===== src/rtl/edf_irq_gateway.sv =====
// ---------------------------------------------------------------------------
// edf_irq_gateway
//
// Front end of the EDF interrupt controller. Raw interrupt lines are
// (optionally) synchronised, turned into edge- or level-triggered events,
// and latched as per-line pending bits. Every accepted event stamps an
// absolute deadline = current timebase + the line's relative deadline, so
// the arbitration stage downstream can pick the most urgent pending line.
//
// Ports:
//   clk_i          clock
//   rst_i          synchronous reset, active-high
//   irq_i          raw interrupt lines, one bit per line
//   cfg_we_i       configuration write strobe
//   cfg_idx_i      line addressed by the configuration write
//   cfg_en_i       line enable written by cfg_we_i
//   cfg_level_i    trigger mode written by cfg_we_i (1 = level, 0 = edge)
//   cfg_rel_dl_i   relative deadline written by cfg_we_i
//   claim_valid_i  claim strobe from the arbitration stage
//   claim_id_i     line being claimed
//   time_o         free-running timebase
//   pend_o         pending bit per line
//   abs_dl_o       absolute deadline per line, line i at [i*TimeWidth +: TimeWidth]
//   lost_o         sticky: an edge event hit a line that was already pending
// ---------------------------------------------------------------------------
module edf_irq_gateway #(
  parameter int NrIrqs     = 32,
  parameter bit IsAsync    = 1'b1,
  parameter int SyncStages = 2,
  parameter int TimeWidth  = 16,
  parameter int IrqIdWidth = 8
) (
  input  logic                        clk_i,
  input  logic                        rst_i,
  input  logic [NrIrqs-1:0]           irq_i,
  input  logic                        cfg_we_i,
  input  logic [IrqIdWidth-1:0]       cfg_idx_i,
  input  logic                        cfg_en_i,
  input  logic                        cfg_level_i,
  input  logic [TimeWidth-1:0]        cfg_rel_dl_i,
  input  logic                        claim_valid_i,
  input  logic [IrqIdWidth-1:0]       claim_id_i,
  output logic [TimeWidth-1:0]        time_o,
  output logic [NrIrqs-1:0]           pend_o,
  output logic [NrIrqs*TimeWidth-1:0] abs_dl_o,
  output logic [NrIrqs-1:0]           lost_o
);

  logic [TimeWidth-1:0] time_q;
  logic [NrIrqs-1:0]    s_line;
  logic [NrIrqs-1:0]    d_q;
  logic [NrIrqs-1:0]    en_q;
  logic [NrIrqs-1:0]    level_q;
  logic [NrIrqs-1:0]    pend_q;
  logic [NrIrqs-1:0]    lost_q;
  logic [TimeWidth-1:0] rel_dl_q [NrIrqs];
  logic [TimeWidth-1:0] abs_dl_q [NrIrqs];

  logic [NrIrqs-1:0]    ev;
  logic [NrIrqs-1:0]    claim_hit;
  logic [NrIrqs-1:0]    cfg_hit;

  // Synchroniser chain for asynchronous sources. The whole chain is cleared
  // by reset so a sample in flight when reset hits can never show up as a
  // late event afterwards. Synchronous sources bypass the chain entirely.
  if (IsAsync) begin : g_sync
    logic [NrIrqs-1:0] sync_q [SyncStages];

    always_ff @(posedge clk_i) begin
      if (rst_i) begin
        for (int k = 0; k < SyncStages; k++) sync_q[k] <= '0;
      end else begin
        sync_q[0] <= irq_i;
        for (int k = 1; k < SyncStages; k++) sync_q[k] <= sync_q[k-1];
      end
    end

    assign s_line = sync_q[SyncStages-1];
  end else begin : g_nosync
    assign s_line = irq_i;
  end

  // Decode claims and config writes into one-hot per-line strobes and form
  // the per-line event. Out-of-range indices simply match no line. Level
  // lines only raise an event while not pending, so holding a level line
  // high re-pends it right after a claim instead of flagging lost events.
  always_comb begin
    ev        = '0;
    claim_hit = '0;
    cfg_hit   = '0;
    for (int i = 0; i < NrIrqs; i++) begin
      claim_hit[i] = claim_valid_i && (claim_id_i == IrqIdWidth'(i));
      cfg_hit[i]   = cfg_we_i && (cfg_idx_i == IrqIdWidth'(i));
      ev[i]        = en_q[i] & s_line[i] & (level_q[i] ? ~pend_q[i] : ~d_q[i]);
    end
  end

  // Timebase, edge-delay flops, configuration and per-line pending state.
  // Priority per line, lowest to highest: claim clears pend; an event (which
  // also wins over a same-cycle claim) sets pend and re-stamps the deadline;
  // an edge event on a pending, unclaimed line only marks it lost; finally a
  // config write clears lost, and a disabling write also drops pend. Events
  // are judged against the configuration held before a same-cycle write.
  always_ff @(posedge clk_i) begin
    if (rst_i) begin
      time_q  <= '0;
      d_q     <= '0;
      en_q    <= '0;
      level_q <= '0;
      pend_q  <= '0;
      lost_q  <= '0;
      for (int i = 0; i < NrIrqs; i++) begin
        rel_dl_q[i] <= '0;
        abs_dl_q[i] <= '0;
      end
    end else begin
      time_q <= time_q + TimeWidth'(1);
      d_q    <= s_line;
      for (int i = 0; i < NrIrqs; i++) begin
        if (cfg_hit[i]) begin
          en_q[i]     <= cfg_en_i;
          level_q[i]  <= cfg_level_i;
          rel_dl_q[i] <= cfg_rel_dl_i;
        end

        if (ev[i] && (!pend_q[i] || claim_hit[i])) begin
          pend_q[i]   <= 1'b1;
          abs_dl_q[i] <= time_q + rel_dl_q[i];
        end else if (ev[i]) begin
          lost_q[i] <= 1'b1;
        end else if (claim_hit[i]) begin
          pend_q[i] <= 1'b0;
        end

        if (cfg_hit[i]) begin
          lost_q[i] <= 1'b0;
          if (!cfg_en_i) pend_q[i] <= 1'b0;
        end
      end
    end
  end

  // Flatten the per-line deadlines onto the output bus.
  always_comb begin
    abs_dl_o = '0;
    for (int i = 0; i < NrIrqs; i++) begin
      abs_dl_o[i*TimeWidth +: TimeWidth] = abs_dl_q[i];
    end
  end

  assign time_o = time_q;
  assign pend_o = pend_q;
  assign lost_o = lost_q;

endmodule


===== config.mk =====
export PLATFORM = sky130hd
export DESIGN_NAME = edf_irq_gateway
export DESIGN_NICKNAME = d
export VERILOG_FILES = /design/src/rtl/edf_irq_gateway.sv
export SDC_FILE = /design/constraint.sdc
export NUM_CORES = 2
export LEC_CHECK = 0
export ABC_AREA = 1
export BUFFER_PORTS_ARGS = -buffer_cell sky130_fd_sc_hd__buf_2
export CORE_ASPECT_RATIO = 1.25
export CORE_UTILIZATION = 60
export CTS_CLUSTER_DIAMETER = 80
export CTS_CLUSTER_SIZE = 40
export DETAILED_ROUTE_END_ITERATION = 16
export PLACE_DENSITY = 0.86
export SETUP_SLACK_MARGIN = 0.4
export SLEW_MARGIN = 40
export SYNTH_ARGS = -nofsm -noshare
export SYNTH_HDL_FRONTEND = slang
export SYNTH_SLANG_ARGS = --single-unit
export TNS_END_PERCENT = 20

===== constraint.sdc =====
create_clock -name clk_i -period 5.9 [get_ports clk_i]
set_clock_uncertainty 0.1 [all_clocks]
set_input_delay 0.295 -clock clk_i [delete_from_list [all_inputs] [get_ports clk_i]]
set_output_delay 0.295 -clock clk_i [all_outputs]
set_load 0.01 [all_outputs]

==> summary.md <==
| Metric | Value |
|---|---|
| Fin cells | `between 10k and 15k` |
| Leak pwr | `between 30 and 40 nW` |
| Status | `finished, final reports clean` |
| Async SR Flop Fraction | `0` |
| Initial DRC count | `a little under 7k` |
| Area Overhead vs Synth | `11.6%` |
| Setup CP Type | `register to register` |
| Starting Density | `0.605` |
| Flops & latches, synth | `roughly 1.3k` |
| Critical-path cell list | `buf_12 -> buf_4 -> inv_1 -> fa_1 -> inv_1 -> nand3_1 -> nand3_1 -> nand2_1 -> nand2_1 -> nand2_1 -> nand2_1 -> nand2_1 -> inv_1 -> nor2_1` |
| Critical Path Sink Type | `register` |
| CP required | `roughly 6.3 ns` |
| Synth Area in Adders | `0.0932` |
| I/O pin count | `between 600 and 700` |
| Deepest clock path buffer count | `3` |
| Synth Flop Type | `edfxtp_1` |
| DR vias | `around 62k` |
| Post-Synth Simple-Gate Area | `0.238` |
| Reg2Reg Launch Point | `time_o[1]` |
| CTS H-tree depth | `2` |
| Post-cts gate resize count | `0` |
| Total grt overflow | `0` |
| Yosys warning count | `0` |
| DIE AREA | `about 120000 sq um` |
| Hold Buf Count CTS | `46` |
| Hold Path Class | `input port to register` |
| TritonCTS clock tree | `done` |
| PD cells | `224 nW/um^2` |
| Mux share of post-synthesis cell area | `0` |
| Slowest stage delay, CP | `roughly 0.65 ns` |
| Routed Antenna Nets | `0` |
| Cell count after synthesis | `between 8k and 9k` |
| CP delay by family, top | `buffers and inverters` |
| Sequential area share after synthesis | `0.497` |
| Dpl hpwl | `roughly 170000 um` |
| Initial antenna violation count | `15` |
| Startpoint type of the worst setup path | `register` |
| Worst reg-to-reg path cell count | `14` |
| F_max | `330 MHz` |
| Post-synth EDFFs | `between 1k and 1.5k` |
| Global placer's final weighted congestion | `roughly 1` |
| Hold path depth | `6` |
| Worst-case hold path end point | `en_q[0]` |
| Die height | `roughly 390 um` |
| CP max FO | `20` |
| Final Hold Fails | `0` |
| Setup bufs post-CTS | `0` |
| Hold path start | `cfg_idx_i[6]` |
| Worst slew margin | `0.355` |
| Worst-Margin Slew | `a little under 1 ns` |
| RSZ-0062 raised after global routing | `no` |
| Die width | `311 um` |
| Synth Cell Area | `between 70000 and 80000 sq um` |
| Mean Syn Cell Area | `8.29 sq um` |
| Fill count | `9585` |
| Final setup viols | `0` |
| Clk sinks | `1264` |
| WP buf/inv | `5` |
| XOR/XNOR Fraction of Synth Area | `0.0174` |
| Root Driver | `clkbuf_16` |
| Total GRT Usage | `0.377` |
| Arrival time worst endpoint | `3.42 ns` |
| # rows | `approximately 140` |
| Worst IR drop on VDD | `between 200 and 300 uV` |
| Reg-to-Reg End | `abs_dl_q[1][122]` |
| Share of cells above drive strength 1 | `0.105` |
| Syn nets | `~9k` |
| Time the worst path needs with I/O delays and setup | `~3 ns` |
| Via density | `5.66` |
| Final period util | `0.513` |
| Total of max-cap violations | `0` |
| Post-DR wirelength/cell | `around 21 um` |
| PortBufs | `~660` |
| Largest family of logic cells by synthesized area | `simple AND/OR/NAND/NOR gates` |
| Drt drc | `0` |
| Post-synth cell types | `42` |
| Vias in the first global route | `58.3k` |
| Clock transition at path regs | `approximately 0.16 ns` |
| # nets final | `between 9k and 10k` |
| TritonCTS Buffers | `50` |
| Core area | `between 100000 and 150000 sq um` |
| DR pass1 iterations | `7` |
| Critical-path cell with the highest stage delay | `dfxtp_4` |
| Setup TNS | `0 ns` |
| Total Wirelength | `233000 um` |
| Commonest non-fill, non-tap cells in the layout | `nand2_1 (2395), inv_1 (1416), nor2_1 (1134)` |
| R2r setup slk | `approximately 2.9 ns` |
| First-pass GRT wire length | `between 300000 and 400000 um` |
| Compound-Gate Fraction of Synth Area | `0.0695` |
| Largest net degree at the start of global routing | `around 120` |
| Commonest non-fill, non-tap cell in the layout | `nand2_1` |
| Clk_lat worst skew | `0.75 ns` |
| # placed instances | `~11k` |
| Crit path top cell by count | `nand2_1` |
| Slew Limit Fails | `0` |
-- area by class of cell --
| cell class | count | area (sq um) | share of cell area |
|---|---|---|---|
| multi-input cells | 5791 | 30000 | 0.376 |
| inverters | 1443 | 5430 | 0.0681 |
| well taps | 1573 | 1970 | 0.0247 |
| clock inverters | 37 | 673 | 0.00844 |
| repair buffers | 786 | 4670 | 0.0586 |
| diodes | 8 | 20.0 | 0.000251 |
| flip-flops and latches | 1264 | 35600 | 0.447 |
| clock buffers | 57 | 1360 | 0.0171 |
-- routing by layer --
| metal | wire length, um | part of all wire | track usage | up-vias |
|---|---|---|---|---|
| li1 | - | - | - | 29100 |
| met1 | 83700 | 0.36 | 0.461 | 28700 |
| met2 | 108000 | 0.46 | 0.621 | 3407 |
| met3 | 25700 | 0.11 | 0.0733 | 726 |
| met4 | 15600 | 0.067 | 0.218 | 18 |
| met5 | 147 | 0.00063 | 0 | - |
-- through the flow --
step                area, sq um  hold slack (ns)  setup slack [ns]  total power [mW]  utilization
floorplan                 71500            0.288              1.73              11.8            -
global placement          76700            0.289              2.65              12.7        0.649
detailed placement        77200            0.296              2.60              12.7        0.653
CTS                       79700          0.00370              2.92              17.8        0.674
global route              79700           0.0229              2.64              18.3        0.674
finish                    79700           0.0263              2.87              17.8        0.675
-- worst min-delay path: stages --
cell and delay, ns:
buf_2 0.07, nor2_1 0.05, nand2_1 0.10, nor3_4 0.10, a21oi_1 0.14, a21oi_1 0.05
-- where the power goes --
part	internal (mW)	leakage (nW)	switching [mW]
logic	0.697	26.5	1.60
registers	10.1	12.1	0.241
clock network	1.95	0.954	3.24
total	12.7	39.5	5.08
-- how the worst max path moves through the flow --
stage                            start          endpoint  slack (ns)  depth (start not counted)
after floorplan              time_o[1]  abs_dl_q[1][126]        1.73                         10
after global placement    cfg_idx_i[7]         pend_o[4]        2.65                         10
after detailed placement  cfg_idx_i[7]   rel_dl_q[0][64]        2.60                          7
after CTS                    time_o[1]  abs_dl_q[1][122]        2.92                         14
after global routing         time_o[1]  abs_dl_q[1][122]        2.64                         14
final                        time_o[1]  abs_dl_q[1][122]        2.87                         14
-- state kept, by name (all words and copies together), names as in the netlist --
name	flops
abs_dl_q	512
d_q	32
en_q	32
g_sync.sync_q	64
level_q	32
lost_o	32
pend_o	32
rel_dl_q	512
time_o	16
-- kinds of logic after synthesis --
| logic type | Yosys count |
|---|---|
| buffers and inverters | 1562 |
| adders and majority gates | 513 |
| DFF | 1264 |
| AOI/OAI and AO/OA | 938 |
| and+or+nand+nor | 4198 |
| xor gates and xnor gates | 142 |
-- Yosys cell counts (2+ instances only) --
library cell / instances / area (sq um)
nor2_4: 4 / 45.0
buf_2: 59 / 295
or2_2: 17 / 106
o21ai_0: 179 / 896
nand2_2: 38 / 238
nand4_1: 49 / 307
clkbuf_1: 30 / 113
xor2_1: 91 / 797
buf_4: 4 / 30.0
a21boi_0: 14 / 105
dfxtp_1: 240 / 4800
nand2_1: 2409 / 9040
nand3_1: 382 / 1910
and2_1: 27 / 169
nor3_2: 2 / 20.0
a21oi_2: 8 / 70.1
o21bai_1: 19 / 143
inv_2: 10 / 37.5
buf_6: 16 / 180
buf_1: 10 / 37.5
nand3_2: 4 / 40.0
o22ai_1: 3 / 18.8
nand3b_1: 5 / 37.5
a21o_1: 7 / 52.6
nor3_1: 92 / 460
nor2_2: 6 / 37.5
o21ai_1: 12 / 60.1
fa_1: 32 / 641
ha_1: 481 / 6020
o21a_1: 6 / 45.0
a31oi_1: 3 / 18.8
edfxtp_1: 1024 / 30700
nand3_4: 14 / 245
a21oi_1: 642 / 3210
clkinv_1: 15 / 56.3
xnor2_1: 51 / 447
a211oi_1: 21 / 158
nor2_1: 1148 / 4310
inv_1: 1418 / 5320
a22oi_1: 23 / 173
(Power assumes the default switching activity.)
